--- src/rtl/vga_pixel_prefetch_if.sv ---
// Read-request / read-response bus between the pixel prefetcher and frame memory.
// Responses come back in request order, one word per mem_rvalid.
interface vga_pixel_prefetch_if;
   logic        mem_rd;
   logic [31:0] mem_addr;
   logic        mem_ready;
   logic        mem_rvalid;
   logic [31:0] mem_rdata;

   modport master (output mem_rd, mem_addr, input mem_ready, mem_rvalid, mem_rdata);
   modport slave  (input mem_rd, mem_addr, output mem_ready, mem_rvalid, mem_rdata);
endinterface

--- src/rtl/vga_pixel_prefetch.sv ---
// Prefetches a frame of packed 8-bit pixels from memory into a small FIFO and
// hands them out one byte per pix_req, with credit-based request throttling.
module vga_pixel_prefetch #(
   parameter int FRAME_WORDS = 76800,
   parameter int FIFO_DEPTH  = 8
) (
   input  logic                 clk,
   input  logic                 reset,
   input  logic                 frame_start,
   input  logic [31:0]          base_addr,
   input  logic                 pix_req,
   output logic [7:0]           video_data,
   output logic                 underflow,
   vga_pixel_prefetch_if.master mem
);
   localparam int WI_W = $clog2(FRAME_WORDS + 1);
   localparam int AW   = $clog2(FIFO_DEPTH);
   localparam int CW   = AW + 1;

   typedef enum logic [1:0] {IDLE, FETCH, DONE} state_t;
   state_t state, state_nxt;

   logic [WI_W-1:0]                word_index;
   logic [31:0]                    base_q;
   logic [CW-1:0]                  fifo_count, outstanding, discard;
   logic [AW-1:0]                  wr_ptr, rd_ptr;
   logic [FIFO_DEPTH-1:0][31:0]    fifo_mem;
   logic [31:0]                    head;
   logic [1:0]                     lane;
   logic [CW:0]                    in_use;
   logic                           accept, rsp, push, take, pop;

   // Discarded reads still hold a credit until their data comes back.
   assign in_use        = {1'b0, fifo_count} + {1'b0, outstanding};
   assign mem.mem_rd    = (state == FETCH) && !frame_start && (in_use < (CW+1)'(FIFO_DEPTH));
   assign mem.mem_addr  = base_q + (32'(word_index) << 2);
   assign accept        = mem.mem_rd && mem.mem_ready;
   assign rsp           = mem.mem_rvalid && (outstanding != '0);
   assign push          = rsp && !frame_start && (discard == '0);
   assign take          = pix_req && !frame_start && (fifo_count != '0);
   assign pop           = take && (lane == 2'd3);
   assign head          = fifo_mem[rd_ptr];

   always_ff @(posedge clk or negedge reset) begin
      if (!reset) state <= IDLE;
      else        state <= state_nxt;
   end

   always_comb begin
      state_nxt = state;
      case (state)
         FETCH:   if (accept && word_index == WI_W'(FRAME_WORDS - 1)) state_nxt = DONE;
         IDLE:    state_nxt = IDLE;
         DONE:    state_nxt = DONE;
         default: state_nxt = IDLE;
      endcase
      if (frame_start) state_nxt = FETCH;
   end

   always_ff @(posedge clk or negedge reset) begin
      if (!reset) begin
         base_q      <= '0;
         word_index  <= '0;
         outstanding <= '0;
         discard     <= '0;
      end else begin
         outstanding <= outstanding + CW'(accept) - CW'(rsp);
         if (frame_start) begin
            // Everything still in flight belongs to the old frame.
            base_q     <= base_addr;
            word_index <= '0;
            discard    <= outstanding - CW'(rsp);
         end else begin
            if (accept)                word_index <= word_index + WI_W'(1);
            if (rsp && discard != '0)  discard    <= discard - CW'(1);
         end
      end
   end

   always_ff @(posedge clk) begin
      if (push) fifo_mem[wr_ptr] <= mem.mem_rdata;
   end

   always_ff @(posedge clk or negedge reset) begin
      if (!reset) begin
         wr_ptr     <= '0;
         rd_ptr     <= '0;
         fifo_count <= '0;
      end else if (frame_start) begin
         wr_ptr     <= '0;
         rd_ptr     <= '0;
         fifo_count <= '0;
      end else begin
         if (push) wr_ptr <= wr_ptr + AW'(1);
         if (pop)  rd_ptr <= rd_ptr + AW'(1);
         fifo_count <= fifo_count + CW'(push) - CW'(pop);
      end
   end

   always_ff @(posedge clk or negedge reset) begin
      if (!reset) begin
         video_data <= 8'h00;
         underflow  <= 1'b0;
         lane       <= 2'd0;
      end else if (frame_start) begin
         video_data <= 8'h00;
         underflow  <= 1'b0;
         lane       <= 2'd0;
      end else if (take) begin
         video_data <= head[{lane, 3'b000} +: 8];
         lane       <= lane + 2'd1;
      end else if (pix_req) begin
         video_data <= 8'h00;
         underflow  <= 1'b1;
      end
   end
endmodule

--- src/flat_wrapper.sv ---
// flat-port wrapper written by rule: the top's interface ports become plain ports
module vga_pixel_prefetch_flat 
#(
   parameter int FRAME_WORDS = 76800,
   parameter int FIFO_DEPTH  = 8
)
  (clk, reset, frame_start, base_addr, pix_req, video_data, underflow, mem_mem_rd, mem_mem_addr, mem_mem_ready, mem_mem_rvalid, mem_mem_rdata);
  vga_pixel_prefetch_if mem_i ();
  input  logic clk;
  input  logic reset;
  input  logic frame_start;
  input  logic [31:0] base_addr;
  input  logic pix_req;
  output logic [7:0] video_data;
  output logic underflow;
  output wire logic [$bits(mem_i.mem_rd)-1:0] mem_mem_rd;
  output wire logic [$bits(mem_i.mem_addr)-1:0] mem_mem_addr;
  input wire logic [$bits(mem_i.mem_ready)-1:0] mem_mem_ready;
  input wire logic [$bits(mem_i.mem_rvalid)-1:0] mem_mem_rvalid;
  input wire logic [$bits(mem_i.mem_rdata)-1:0] mem_mem_rdata;
  assign mem_mem_rd = mem_i.mem_rd;
  assign mem_mem_addr = mem_i.mem_addr;
  assign mem_i.mem_ready = mem_mem_ready;
  assign mem_i.mem_rvalid = mem_mem_rvalid;
  assign mem_i.mem_rdata = mem_mem_rdata;
  vga_pixel_prefetch #(.FRAME_WORDS(FRAME_WORDS), .FIFO_DEPTH(FIFO_DEPTH)) u_core (.clk(clk), .reset(reset), .frame_start(frame_start), .base_addr(base_addr), .pix_req(pix_req), .video_data(video_data), .underflow(underflow), .mem(mem_i));
endmodule
--- config.mk ---
export PLATFORM = sky130hd
export DESIGN_NAME = vga_pixel_prefetch_flat
export DESIGN_NICKNAME = d
export VERILOG_FILES = /design/src/rtl/vga_pixel_prefetch_if.sv /design/src/rtl/vga_pixel_prefetch.sv /design/src/flat_wrapper.sv
export SDC_FILE = /design/constraint.sdc
export NUM_CORES = 1
export LEC_CHECK = 0
export CORE_MARGIN = 1.5
export CORE_UTILIZATION = 53
export CTS_CLUSTER_DIAMETER = 150
export DETAILED_ROUTE_END_ITERATION = 16
export HOLD_SLACK_MARGIN = 0.03
export PLACE_DENSITY_LB_ADDON = 0.05
export SYNTH_ARGS = -nofsm -noshare
export SYNTH_HDL_FRONTEND = slang
export SYNTH_SLANG_ARGS = --single-unit
--- constraint.sdc ---
create_clock -name clk -period 3.92 [get_ports clk]
set_input_delay 0.784 -clock clk [delete_from_list [all_inputs] [get_ports clk]]
set_output_delay 0.784 -clock clk [all_outputs]
set_load 0.005 [all_outputs]
-- Word level (Yosys, flattened, before mapping)
Index checks and enable logic that the tools add are counted.
- flip-flop bits (word level): 336
- input port bits: 70
- reductions and logical operators: 25
- $lt $le $gt $ge: 4
- eq/ne operators: 6
- muxes and demuxes: 25
- shift-type cells: 1
- add/sub/neg operators: 12
- operator list (kind ; count):
    bitwise mux 256 bit ; 1
    binary-select mux 32 bit (select 3 bit) ; 1
    demux 32 bit (select 3 bit) ; 1
    2-to-1 mux 32 bit ; 2
    2-to-1 mux 17 bit ; 2
    adder 32 x 19 -> 32 bit ; 1
    variable part select 32 x 6 -> 8 bit ; 1
    2-to-1 mux 8 bit ; 3
    adder 17 x 1 -> 17 bit (second input constant) ; 1
    == test 17 bit (second input constant) ; 1
    logical AND 1 bit ; 12
    2-to-1 mux 3 bit ; 4
    2-to-1 mux 4 bit ; 3
    nonzero test 2 bit ; 6
    nonzero test 4 bit ; 3
    subtractor 4 x 1 -> 4 bit ; 3
    adder 4 x 1 -> 4 bit ; 2
    less-than comparator 3 x 4 -> 1 bit (second input constant) ; 2
    2-to-1 mux 2 bit ; 4
    adder 3 x 1 -> 3 bit (second input constant) ; 2
    adder 4 x 4 -> 5 bit ; 1
    less-than comparator 5 x 4 -> 1 bit (second input constant) ; 1
    == test 2 bit (second input constant) ; 2
    logical NOT 4 bit ; 1
    other kinds (11) ; 13

-- Logic depth before layout (Yosys ltp)
- depth after elaboration: 8
- gate-level depth with buffers: 14

-- Least setup slack after synthesis
Ideal clock, no wire load.
- path type: register -> register
- start point: reg u_core.discard[0]
- end point: reg u_core.fifo_mem[0] (netlist name) (enable)
- setup time: 461 ps
- cell stages (with the launch flop): 7
- clock period less this slack: 4332 ps
- buffers on the path: 0
- arrival time: 3871 ps
- slack: -412 ps
- required time: 3459 ps
- cells stage by stage: dfrtp_1 -> inv_1 -> ha_1 -> or3b_2 -> nor3_1 -> nand2b_1 -> nor3_1
- longest elaborated chain between the ends: 2
- RTL lines (element ; RTL line ; RTL):
    start, declared ; vga_pixel_prefetch.sv:25 ; logic [CW-1:0] fifo_count, outstanding, discard;
    start signal, assigned ; vga_pixel_prefetch.sv:72 ; discard <= outstanding - CW'(rsp);
    start signal, assigned ; vga_pixel_prefetch.sv:75 ; if (rsp && discard != '0) discard <= discard - CW'(1);
    logical NOT 4 bit ; vga_pixel_prefetch.sv:39 ; assign push = rsp && !frame_start && (discard == '0);
    logical AND 1 bit ; vga_pixel_prefetch.sv:39 ;
    end signal, assigned by index ; vga_pixel_prefetch.sv:81 ; if (push) fifo_mem[wr_ptr] <= mem.mem_rdata;
    end, declared ; vga_pixel_prefetch.sv:27 ; logic [FIFO_DEPTH-1:0][31:0] fifo_mem;
No other way between the ends.
A chain may end at the register's enable or synchronous reset.

-- Final worst setup path
- start point: reg u_core.word_index[12]
- end point: out mem_mem_addr[28]
- longest elaborated chain between the ends: 1
- RTL lines (element ; RTL line ; RTL):
    start, declared ; vga_pixel_prefetch.sv:23 ; logic [WI_W-1:0] word_index;
    start signal, assigned ; vga_pixel_prefetch.sv:74 ; if (accept) word_index <= word_index + WI_W'(1);
    adder 32 x 19 -> 32 bit ; vga_pixel_prefetch.sv:36 ; assign mem.mem_addr = base_q + (32'(word_index) << 2);
    end, declared ; flat_wrapper.sv:17 ; output wire logic [$bits(mem_i.mem_addr)-1:0] mem_mem_addr;
No other way between the ends.

==> summary.txt <==
Outcome
  • Status: complete, no violations

Timing
  • Setup Viol. Count Final: 0
  • Crit share post-route: 0.961
  • Fin. max-slew vios: 0
  • Final Skew: 0.0240 ns
  • Post-route setup TNS: 0 ns
  • Slew @ Worst Pin: 0.808 ns
  • Max-slew headroom: 0.457
  • Fmax: approximately 270 MHz
  • Final worst setup slack: 0.153 ns
  • Final hold vios: 0
  • Unrepaired setup endpoints after global routing: true
  • Min cycle time layout: between 3 and 4 ns

Global route
  • Vias in the first global route: 8194
  • GRT Util Overall: 0.214
  • Largest net degree at the start of global routing: 53
  • First-pass GRT wire length: 46.1 mm
  • Antenna violations before repair: 0
  • Total congestion overflow: 0

Clock tree
  • CTS tree: done
  • Clock slew at reported path FFs: 0.06 ns
  • CTS buffer count: 36
  • Worst skew pair latency: 0.54 ns
  • Root buffer cell: clkbuf_16
  • Clk sinks: 336
  • Htree depth: 2
  • Clk buf depth: 3

Routing
  • DR pass1 iterations: 5
  • Total vias in the final route: 8095
  • Routed Wire Length: 29.8 mm
  • Vias/cell: 5.76
  • Residual DRC count: 0
  • Iteration-0 DRC Markers: 697
  • Post-DRT Antenna Nets: 0
  • Wire per inst: between 20 and 25 um

Synthesis
  • Syn_area_per_cell: 16.2 um^2
  • Area of the mapped netlist: 14600 um^2
  • Count leader, synth: edfxtp_1
  • EDFF count, synth: 256
  • Ys flop type: edfxtp_1
  • Largest area contributor in the netlist: edfxtp_1
  • Post-Syn Instances: 899
  • Unique masters post-synth: 51
  • Post-synthesis sequential area ratio: 0.665
  • Top-area cell type share of the netlist area: 0.527
  • Post-synthesis register bit count: 336
  • Area contributors post-synth: edfxtp_1 (53%), dfrtp_1 (14%), mux4_2 (9.9%)
  • Synth cell count leaders: edfxtp_1 (256), dfrtp_1 (80), mux4_2 (64)
  • YS warnings: 0
  • Asr flop ratio synth: 0.238
  • Syn_nets: ~1000

Power and ir drop
  • Worst vdd ir: ~0.43 mV
  • Comb power frac: 0.092
  • Pleak: around 6.2 nW
  • Pwr Total: between 7 and 8 mW
  • Sequential group share of total power: 0.509
  • Power per cell area: 446 nW/um^2
  • Int Pwr: 6.12 mW
  • Clock group share of total power: 0.399
  • Sw Share: 0.228
  • Net switching power: 1.80 mW

Setup path
  • CP startpoint kind: register
  • Arrival time at the worst endpoint: ~3 ns
  • Worst EP required: between 3 and 4 ns
  • Reg2reg end: u_core.fifo_count[2]$_DFF_PN0_
  • Reg2Reg Launch Point: u_core.fifo_count[2]$_DFF_PN0_
  • FF-to-FF setup slack: between 0.9 and 1 ns
  • Worst-case reg-to-reg path depth: 13
  • CP endpoint kind: primary output
  • Crit Path Category: reg -> out
  • Worst-path maximum fanout: 7

Cells and area
  • Area Overhead vs Synth: 21.8%
  • Nets: 1148
  • Antenna cells: 0
  • End-of-flow core utilization: 0.659
  • # fillers: 1865
  • Share of cells above drive strength 1: 0.214

Die
  • Core ar.: 27000 um^2
  • Placement row count: 60
  • Boundary pin count: 112
  • Die H: 169 um
  • DIE AREA: between 20000 and 30000 um^2
  • Effective utilization at floorplan: 0.541
  • Die X: roughly 170 um

Placement
  • GPL Wtd Cong: 0.902
  • Input/output buffers: around 110
  • DP Worst Slack: 0.247 ns
  • DP HPWL: ~19 mm

Run
  • Number of max-cap violations: 0

Hold path
  • Hold Path Class: in -> async
worst max-delay path: stages (launching register included):
cell,delay [ns]
dfrtp_1,0.41
ha_2,0.40
nand2_1,0.11
o21bai_1,0.20
a211oi_2,0.31
o31ai_4,0.17
a21oi_1,0.18
xor2_1,0.16
clkdlybuf4s50_1,0.51
power by group through the flow:
stage / Clock (mW) / Combinational (mW) / Sequential, mW
detailed placement: 0 / 0.720 / 4.10
CTS: 3.23 / 0.734 / 4.03
floorplan: 0 / 0.425 / 4.07
global route: 3.37 / 0.821 / 4.04
global placement: 0 / 0.709 / 4.10
finish: 3.16 / 0.732 / 4.03
stage by stage:
step / hold slack [ns] / instances / area, um^2
6_report: 0.271 / 1405 / 17800
3_3_place_gp: 0.491 / 1330 / 16300
4_1_cts: 0.271 / 1399 / 17500
5_1_grt: 0.305 / 1405 / 17800
3_5_place_dp: 0.494 / 1330 / 16300
2_1_floorplan: 0.482 / 899 / 14600
cell usage in the layout, fill, tap and decap left out, types with 26 or more instances in the layout:
cell / count
edfxtp_1: 256
xor2_1: 28
nor2_1: 47
clkbuf_16: 36
dfrtp_1: 75
nand2_1: 35
mux2_2: 33
clkdlybuf4s50_1: 99
inv_1: 29
mux4_2: 64
ha_1: 27
a21oi_1: 27
o21ai_0: 26
what timing repair did:
action                     4_1_cts  5_1_grt
hold buffers                     0        0
resized for setup               18       39
setup endpoints to repair       15       17
gates cloned                     0        0
buffers inserted                 3        6
pin swaps                        3       10
layout make-up:
| type | count | area, um^2 | share of cell area |
|---|---|---|---|
| tap | 341 | 427 | 0.0240 |
| multi-input combinational | 493 | 4920 | 0.277 |
| clock inverter | 11 | 121 | 0.00684 |
| sequential | 336 | 9700 | 0.546 |
| clock buffer | 55 | 1000 | 0.0564 |
| inverter | 29 | 109 | 0.00613 |
| timing repair buffer | 140 | 1480 | 0.0831 |
flip-flops by register name, summed over array words and instances, names as in the netlist:
signal              count
u_core.fifo_mem       256
u_core.base_q          32
u_core.word_index      17
u_core.video_data       8
u_core.discard          4
u_core.fifo_count       4
u_core.outstanding      4
u_core.rd_ptr           3
u_core.wr_ptr           3
u_core.lane             2
u_core.state            2
u_core.underflow        1
worst max-delay path by stage:
| stage | from | end | slack, ns | cells after the start |
|---|---|---|---|---|
| after floorplan | u_core.discard[0]$_DFFE_PN0P_ | u_core.fifo_mem[192]$_DFFE_PP_ | 0.44 | 6 |
| after global placement | u_core.word_index[4]$_DFFE_PN0P_ | mem_mem_addr[31] | 0.30 | 9 |
| after detailed placement | u_core.word_index[4]$_DFFE_PN0P_ | mem_mem_addr[27] | 0.25 | 9 |
| after CTS | u_core.word_index[2]$_DFFE_PN0P_ | mem_mem_addr[19] | 0.003 | 10 |
| after global routing | u_core.base_q[2]$_DFFE_PN0P_ | mem_mem_addr[16] | -0.06 | 11 |
| final | u_core.word_index[12]$_DFFE_PN0P_ | mem_mem_addr[28] | 0.15 | 8 |
per-layer routing:
layer  routed length [um]  global-route usage  up-vias
met5                    0                   0        -
met4                  485              0.0509        0
met3                 1560              0.0330       38
met2                14900               0.363      231
met1                12900               0.295     4068
li1                     -                   -     3758
logic make-up (layout without fill, tap and decap cells):
| group | Yosys count | count (layout) | synth area share |
|---|---|---|---|
| buf+inv | 70 | 235 | 0.0193 |
| simple gates | 155 | 155 | 0.0512 |
| mux | 115 | 115 | 0.137 |
| xor+xnor | 51 | 51 | 0.0306 |
| compound gates | 130 | 130 | 0.0599 |
| flops | 336 | 336 | 0.665 |
| fa+ha+maj | 42 | 42 | 0.0376 |
(Power assumes the default switching activity.)
